$ cat config.mk
export PLATFORM = sky130hd
export DESIGN_NAME = mem_block_copier
export DESIGN_NICKNAME = d
export VERILOG_FILES = /design/src/rtl/mem_block_copier.sv
export SDC_FILE = /design/constraint.sdc
export NUM_CORES = 1
export LEC_CHECK = 0
export CORE_AREA = 2 2 96 107
export CTS_BUF_LIST = sky130_fd_sc_hd__clkbuf_4
export DETAILED_ROUTE_END_ITERATION = 7
export DIE_AREA = 0 0 98 109
export PLACE_DENSITY = 0.78
export SYNTH_ARGS = -nofsm -noshare
export SYNTH_HDL_FRONTEND = slang
export SYNTH_SLANG_ARGS = --single-unit
$ cat constraint.sdc
create_clock -name clk -period 2.1 [get_ports clk]
set_input_delay 0.42 -clock clk [delete_from_list [all_inputs] [get_ports clk]]
set_output_delay 0.42 -clock clk [all_outputs]
set_load 0.05 [all_outputs]
$ cat src/rtl/mem_block_copier.sv
// -----------------------------------------------------------------------------
// mem_block_copier
//
// Memory-port initiator that copies a block of bytes from a source address to
// a destination address, one byte at a time. While it is busy the CPU is
// stalled and an external mux, selected by busy, gives this block the data
// memory port. Each byte takes two cycles: READ, where the combinational read
// data is captured, then WRITE, where the memory commits the byte.
//
// Ports:
//   clk        rising-edge clock
//   rst        asynchronous, active-low reset
//   start      one-cycle copy request, sampled only in IDLE
//   abort      cancels an active copy (READ or WRITE only)
//   src_addr   first source byte address
//   dst_addr   first destination byte address
//   length     number of bytes to copy (0 completes with no memory access)
//   mem_addr   registered memory address
//   mem_wdata  registered memory write data
//   mem_we     registered memory write enable, high only in WRITE
//   mem_rdata  combinational memory read data for the current mem_addr
//   busy       high while in READ or WRITE
//   done       one-cycle pulse on normal completion
//   checksum   16-bit running sum of the copied bytes
//
// Build option:
//   MEM_BLOCK_COPIER_CHECKSUM_EN  when defined, checksum accumulates every
//   byte read during a copy (cleared on start). When undefined, checksum is
//   tied to zero and no adder is built.
// -----------------------------------------------------------------------------
module mem_block_copier #(
    parameter int ADDR_W = 13,
    parameter int DATA_W = 8,
    parameter int LEN_W  = 14
) (
    input  logic              clk,
    input  logic              rst,
    input  logic              start,
    input  logic              abort,
    input  logic [ADDR_W-1:0] src_addr,
    input  logic [ADDR_W-1:0] dst_addr,
    input  logic [LEN_W-1:0]  length,
    output logic [ADDR_W-1:0] mem_addr,
    output logic [DATA_W-1:0] mem_wdata,
    output logic              mem_we,
    input  logic [DATA_W-1:0] mem_rdata,
    output logic              busy,
    output logic              done,
    output logic [15:0]       checksum
);

    localparam logic [1:0] IDLE  = 2'd0;
    localparam logic [1:0] READ  = 2'd1;
    localparam logic [1:0] WRITE = 2'd2;
    localparam logic [1:0] DONE  = 2'd3;

    localparam logic [ADDR_W-1:0] ADDR_ONE = ADDR_W'(1);
    localparam logic [LEN_W-1:0]  LEN_ONE  = LEN_W'(1);

    logic [1:0]        state;
    logic [ADDR_W-1:0] srcAddr;
    logic [ADDR_W-1:0] dstAddr;
    logic [LEN_W-1:0]  count;

    // Address increments rely on natural ADDR_W-bit wrap, so the top of
    // memory rolls over to address 0 for both pointers.
    always_ff @(posedge clk or negedge rst) begin
        if (!rst) begin
            state     <= IDLE;
            srcAddr   <= '0;
            dstAddr   <= '0;
            count     <= '0;
            mem_addr  <= '0;
            mem_wdata <= '0;
            mem_we    <= 1'b0;
            busy      <= 1'b0;
            done      <= 1'b0;
        end else begin
            case (state)
                IDLE: begin
                    // start takes priority over abort here; abort is only
                    // meaningful once a copy is running.
                    if (start) begin
                        if (length != '0) begin
                            srcAddr  <= src_addr;
                            dstAddr  <= dst_addr;
                            count    <= length;
                            mem_addr <= src_addr;
                            busy     <= 1'b1;
                            state    <= READ;
                        end else begin
                            done  <= 1'b1;
                            state <= DONE;
                        end
                    end
                end

                READ: begin
                    if (abort) begin
                        mem_we <= 1'b0;
                        busy   <= 1'b0;
                        state  <= IDLE;
                    end else begin
                        mem_wdata <= mem_rdata;
                        mem_addr  <= dstAddr;
                        mem_we    <= 1'b1;
                        state     <= WRITE;
                    end
                end

                WRITE: begin
                    // The write presented this cycle commits at this edge
                    // regardless of abort; the memory samples mem_we now.
                    mem_we  <= 1'b0;
                    count   <= count - LEN_ONE;
                    srcAddr <= srcAddr + ADDR_ONE;
                    dstAddr <= dstAddr + ADDR_ONE;
                    if (abort) begin
                        busy  <= 1'b0;
                        state <= IDLE;
                    end else if (count == LEN_ONE) begin
                        busy  <= 1'b0;
                        done  <= 1'b1;
                        state <= DONE;
                    end else begin
                        mem_addr <= srcAddr + ADDR_ONE;
                        state    <= READ;
                    end
                end

                DONE: begin
                    done  <= 1'b0;
                    state <= IDLE;
                end

                default: begin
                    mem_we <= 1'b0;
                    busy   <= 1'b0;
                    done   <= 1'b0;
                    state  <= IDLE;
                end
            endcase
        end
    end

`ifdef MEM_BLOCK_COPIER_CHECKSUM_EN
    logic [15:0] sumReg;

    // Modulo-2^16 accumulate of one zero-extended data byte.
    function automatic logic [15:0] accumByte(input logic [15:0]       sum,
                                              input logic [DATA_W-1:0] b);
        return sum + {{(16-DATA_W){1'b0}}, b};
    endfunction

    // Accumulates exactly the bytes latched on READ->WRITE edges; the value
    // then holds through done or abort until the next start.
    always_ff @(posedge clk or negedge rst) begin
        if (!rst) begin
            sumReg <= '0;
        end else if (state == IDLE && start) begin
            sumReg <= '0;
        end else if (state == READ && !abort) begin
            sumReg <= accumByte(sumReg, mem_rdata);
        end
    end

    assign checksum = sumReg;
`else
    assign checksum = 16'h0000;
`endif

endmodule
==> results.toml, run 1 <==
[run_status]
status = "complete, but fails checks"
violations = "negative setup slack"

[die]
io_pins = 92
fp.coreArea_um2 = 9650
row_count = 38
chipWidth_um = 98
dieArea_um2 = 10700
start_util_pct = 47.3
die_h_um = 109

[clock_network]
clock_sinks = 66
clk_latency_ns = 0.43
tritoncts.num_buffers = 9
htree_num_levels = 3
cts_tree = "done"
cts_buffer_depth = 2
clk_pin_slew_worst_paths_ns = 0.11
root_buffer = "clkbuf_4"

[synthesis]
async_flop_share_pct = 100
synthCells = 550
ys_top_cells_by_area = "dfrtp_1 (36%), nor2_1 (4.9%), a21oi_1 (4.1%), nand2_1 (3.3%), o21ai_0 (3.1%)"
synth_largest_area_cell = "dfrtp_1"
ys_top_cells_by_count = "dfrtp_1 (66), nor2_1 (59), nand2_1 (40)"
synth.distinct_cells = 59
synth_edf_count = 0
synth_top_area_share_pct = 36.2
synth.most_common_cell = "dfrtp_1"
ys_seq_area_share_pct = 36.2
syn-cell-area_um2 = 4560
postSynthAreaPerCell_um2 = 8.30
synth_seq_cells = 66
ys.flop_type = "dfrtp_1"
synth_warnings = 0

[global_route]
grt_pass1_wl_um = 22900
first_global_vias = 4598
antenna_found_initial = 0
grt_max_degree = 75
grt_overflow = 0
grtUsageTotal_pct = 26.9

[layout]
nets = 737
final_util_pct = 68.1
areaGrowthSynthToFinish_pct = 44.1
num_antenna_cells = 0
num-fill-cells = 726
layout-drive-gt1-share_pct = 29.2

[sta]
setup_viol = 23
max_freq_mhz = 426
finClkSkew_ns = 0.0186
tightest_slew_ns = 0.625
slew_headroom_pct = 58.2
rsz0062_at_grt = "true"
fin_tns_setup_ns = -3.16
finalMaxSlewViolations = 0
period_needed_ns = 2.35
setup_ws_ns = -0.250
hold_viol_final = 0
fin_crit_sh_pct = 112

[hold_path]
hp-start = "length[1]"
worstHoldPathCells = 3
min_path_type = "input port to register"

[power_and_ir_drop]
internal_power_w = 0.00512
seqPwrFrac_pct = 25.5
p_sw_w = 0.00523
power.density_nw_per_um2 = 1570
combPwrFrac_pct = 67.4
switching_share_pct = 50.5
p_leak_nw = 2.81
pwr-share-clk_pct = 7.1
vdd_drop_max_mv = 0.669

[setup_path]
crit_fanout = 3
r2r-start = "count[1]"
crit_required_ns = 2.41
cp-end-kind = "register"
crit_arrival_ns = 2.66
critical_path_class = "register to register"
r2r_setup_slack_ns = -0.25
cp-start-kind = "register"
critical_path.startpoint = "count[1]"
worst-r2r-cell-count = 7

[route]
drtIter0Drc = 479
antenna_left = 0
wl_per_cell_um = 18.9
wl_um = 15100
dr.pass1.iters = 8
drc_errors = 0
via_count = 4994
drt-vias-per-instance = 6.25

[job]
cap_viol_max_count = 0

[placement]
port_buffers = 75
dp_hpwl_um = 9660
place.gp.congestion = 0.917
==> repair_timing <==
| action | CTS | global route |
|---|---|---|
| gates cloned | 3 | 0 |
| pin swaps | 17 | 33 |
| endpoints found under the setup margin | 56 | 56 |
| hold buffers | 1 | 0 |
| gates resized for setup | 55 | 91 |
| hold endpoints to repair | 28 | 0 |
| buffers inserted | 10 | 5 |
==> sequential cells by signal, summed over array words and instances (netlist names) <==
register,count
mem_we,1
mem_wdata,8
dstAddr,13
count,14
mem_addr,13
srcAddr,13
state,2
done,1
busy,1
==> power by group through the flow <==
stage	combinational [W]	sequential [W]	clock, W
floorplan	0.00336	0.00319	0
global placement	0.00581	0.00253	0
detailed placement	0.00597	0.00257	0
CTS	0.00627	0.00255	0.000745
global route	0.00745	0.00270	0.000792
finish	0.00697	0.00264	0.000738
==> cells by family after synthesis <==
group | after synthesis | synth area share [%]
AO/OA/AOI/OAI | 177 | 26.7
AND/OR/NAND/NOR | 179 | 18.7
other | 1 | 0.0822
multiplexers | 21 | 4.88
flip-flops | 66 | 36.2
adder cells (fa/ha/maj) | 11 | 3.02
XOR/XNOR | 10 | 1.92
buffers and inverters | 85 | 8.53
==> layer usage <==
metal  track usage [%]  vias to the layer above  part of all wire (%)
met4              11.6                        0                   3.7
met1              33.1                     2418                    38
met5                 0                        -                     0
li1                  -                     2264                     -
met2              46.7                      260                    51
met3              4.42                       52                   6.8
==> path summary, 6_finish.rpt <==
path	end
max in group asynchronous	count[0]
min in group asynchronous	count[11]
worst min-delay path	count[1]
worst max register to register	done
worst min register to register	mem_addr[3]
worst max-delay path	done
==> worst max-delay path, cell delays in order, from the launching register on <==
cell and delay (ns):
dfrtp_1 0.43, inv_2 0.09, ha_4 0.12, or4b_4 0.48
or4_4 0.54, o21a_1 0.24, o31ai_2 0.23, o41ai_1 0.10
==> layout make-up <==
class	count	area (um^2)	share of cell area (%)
multi-input cells	414	3050	46.3
flip-flops and latches	66	1650	25.1
clock inverters	5	21.3	0.323
well taps	120	150	2.28
repair buffers	159	1530	23.3
inverters	24	90.1	1.37
clock buffers	11	82.6	1.26
==> layout by cell type (no fill, tap or decap), types with 6 or more instances in the layout <==
cell type	netlist	layout
inv_1	23	22
a221oi_1	8	7
o21ai_0	28	17
o22ai_1	13	11
nand3_1	15	12
nor3_1	26	24
nor4_1	12	7
ha_1	11	7
a21oi_1	37	34
a31oi_1	17	14
nand2_4	0	8
o211ai_1	11	11
mux2i_1	11	10
clkbuf_4	0	11
o21ai_1	2	7
dfrtp_1	66	65
nor2_1	59	56
a221o_1	8	8
or4_4	2	6
o21a_1	6	6
xnor2_1	6	6
clkdlybuf4s50_1	0	52
mux2_2	10	8
buf_4	16	57
dlymetal6s2s_1	0	7
buf_6	0	19
buf_12	0	6
conb_1	1	16
nand2_1	40	29
==> through the flow <==
stage               cells  cell area, um^2  hold WS, ns  worst slack (ns)  power [W]
CTS                   795             6260        0.483            -0.226    0.00956
floorplan             565             4780        0.124            -0.167    0.00655
global placement      765             5870        0.458            -0.658    0.00834
finish                799             6580        0.409            -0.250     0.0104
detailed placement    765             5870        0.464            -0.733    0.00854
global route          799             6580        0.387            -0.351     0.0109
No activity file was read; power rests on OpenSTA's default activity.
==> inputs of run 2 (changes only) <==
--- a/config.mk
+++ b/config.mk
@@ -5,6 +5,7 @@
 export SDC_FILE = /design/constraint.sdc
 export NUM_CORES = 1
 export LEC_CHECK = 0
+export ABC_CLOCK_PERIOD_IN_PS = 2100
 export CORE_AREA = 2 2 96 107
 export CTS_BUF_LIST = sky130_fd_sc_hd__clkbuf_4
 export DETAILED_ROUTE_END_ITERATION = 7
==> results of run 2 <==
No change in the layout: final DEF, timing and power equal those of run 1.
==> inputs of run 3 (changes only) <==
--- a/config.mk
+++ b/config.mk
@@ -11,6 +11,7 @@
 export DETAILED_ROUTE_END_ITERATION = 7
 export DIE_AREA = 0 0 98 109
 export PLACE_DENSITY = 0.78
+export SETUP_SLACK_MARGIN = 0.5
 export SYNTH_ARGS = -nofsm -noshare
 export SYNTH_HDL_FRONTEND = slang
 export SYNTH_SLANG_ARGS = --single-unit
==> run 3 against run 2 <==
Net effect:
- the flow still finishes with violations (negative setup slack)
- first-iteration DRC count grew 26%
- maximum frequency shrank 1.3%
- clock skew grew 0.014 ns
- wire length grew 23%
- combinational power grew 18%
- count of clock-buffer cells in the layout shrank 1
- critical path depth is the same
- sequential power is essentially flat
- die area is the same
- register-to-register slack lost 0.03 ns
- final area grew 13%
==> results.toml, run 3 (synthesis results as in run 1) <==
[run_status]
status = "complete, but fails checks"
violations = "negative setup slack"

[layout]
num_antenna_cells = 0
areaGrowthSynthToFinish_pct = 62.5
multi_input_area_um2 = 3430
final_common_cell = "dfrtp_1"
finalNonFillerCells = 831
seq_area_um2 = 1650
layout-drive-gt1-share_pct = 43.2
nets = 769
layout_common_cells = "dfrtp_1 (65), buf_4 (61), nor2_1 (49)"
top_register = "count"
design_area_um2 = 7420
largest_reg_flops = 14
num-fill-cells = 577

[setup_path]
crit_slowest_cell = "or4_4"
slowest_delay_ns = 0.53
cp-start-kind = "register"
crit_required_ns = 2.46
crit_arrival_ns = 2.74
critical-path-top-delay-family = "simple AND/OR/NAND/NOR gates"
cp-end-kind = "register"
r2r_setup_slack_ns = -0.28
critical_path_class = "register to register"
cp_num_buf_inv = 1
crit_fanout = 3
critical_path.cell_chain = "inv_2 > ha_4 > or4b_4 > or4_4 > a21oi_2 > a21oi_1 > a311oi_1"

[clock_network]
clk_pin_slew_worst_paths_ns = 0.14
htree_num_levels = 3
clk_latency_ns = 0.49
clock_sinks = 66
cts_buffer_depth = 2
root_buffer = "clkbuf_4"
cts_tree = "done"
tritoncts.num_buffers = 9

[global_route]
met3_usage_pct = 5.38
met2_usage_pct = 53.4
grt_overflow = 0
grtUsageTotal_pct = 29.8
use_met1_pct = 35.0
gr-max-usage-layer = "met2"
grt_pass1_wl_um = 25100
first_global_vias = 5001
antenna_found_initial = 0
grt_max_degree = 75

[sta]
setup_ws_ns = -0.280
max_freq_mhz = 420
hold_viol_final = 0
finClkSkew_ns = 0.0328
setup_viol = 23
period_needed_ns = 2.38
tightest_slew_ns = 0.544
finalMaxSlewViolations = 0
slew_headroom_pct = 63.5
fin_crit_sh_pct = 113
rsz0062_at_grt = "true"

[hold_path]
min_path_type = "input port to register"

[power_and_ir_drop]
p_leak_nw = 3.10
vdd_drop_max_mv = 0.631
power.density_nw_per_um2 = 1610
power.total_w = 0.0119

[job]
cap_viol_max_count = 0

[route]
wl_per_cell_um = 22.3
dr.pass1.iters = 6
via_count = 5520
drc_errors = 0
wl_um = 18500
drt-vias-per-instance = 6.64
antenna_left = 0
drtIter0Drc = 602

[die]
start_util_pct = 47.3
io_pins = 92
chipWidth_um = 98
dieArea_um2 = 10700
row_count = 38
die_h_um = 109
fp.coreArea_um2 = 9650

[placement]
place.gp.congestion = 0.894
port_buffers = 75
dp_hpwl_um = 9680
place_ws_ns = -0.764
post_dp_cell_area_um2 = 5890
dp_cells = 764
-- run 3: changes by cell type in the layout (fill, tap and decap cells not counted), sizes merged, moves of 2 or more --
cell and change:
bufinv +2, dlymetal6s2s -7, dlygate4sd2 -2, clkbuf -3, clkinv -2, clkdlybuf4s50 -16, buf +58
-- run 3: path summary, 6_finish.rpt --
path	from	endpoint	cells past startpoint
max	count[1]	busy	7
max reg2reg	count[1]	busy	7
min	length[1]	count[1]	3
min reg2reg	mem_addr[4]	mem_addr[4]	1
max in group asynchronous	rst	count[10]	3
min in group asynchronous	rst	count[0]	3
-- run 3: cell type report --
cell class	instances	share of cell area (%)
Multi-Input combinational cell	414	46.3
Clock inverter	6	1.10
Inverter	24	1.25
Tap cell	120	2.02
Clock buffer	10	1.01
Timing Repair Buffer	191	26.0
Sequential cell	66	22.3
-- run 3: metrics by stage --
step	hold WS [ns]	util [%]	setup TNS, ns
floorplan	0.124	-	-5.00
CTS	0.417	70.7	-2.69
finish	0.344	76.8	-4.16
global placement	0.459	61.0	-33.54
detailed placement	0.467	61.0	-35.93
global route	0.375	76.8	-5.35
-- run 3: worst reg2reg max path, delay by kind of cell, from the launching register on --
family | cells | cell delay (ns)
AO/OA/AOI/OAI | 3 | 0.61
AND/OR/NAND/NOR | 2 | 1.02
buffers and inverters | 1 | 0.08
adder cells (fa/ha/maj) | 1 | 0.12
flip-flops | 1 | 0.42
-- run 3: power breakdown --
| group | total (W) | switching [W] | internal, W |
|---|---|---|---|
| registers | 0.00267 | 0.000770 | 0.00190 |
| clock network | 0.00101 | 0.000527 | 0.000487 |
| logic | 0.00823 | 0.00478 | 0.00346 |
-- run 3: per-layer routing --
metal / vias to the layer above / routed length [um] / part of all wire, %
met5: - / 0 / 0
met2: 434 / 9220 / 50
met3: 139 / 1660 / 8.9
met4: 0 / 1180 / 6.4
li1: 2328 / - / -
met1: 2619 / 6460 / 35
-- run 3: what timing repair did --
action,CTS,global route
setup endpoints to repair,89,62
gates resized for setup,283,92
hold endpoints to repair,52,0
pin swaps,69,40
hold buffers,1,0
setup buffers,31,10
cloned,7,2
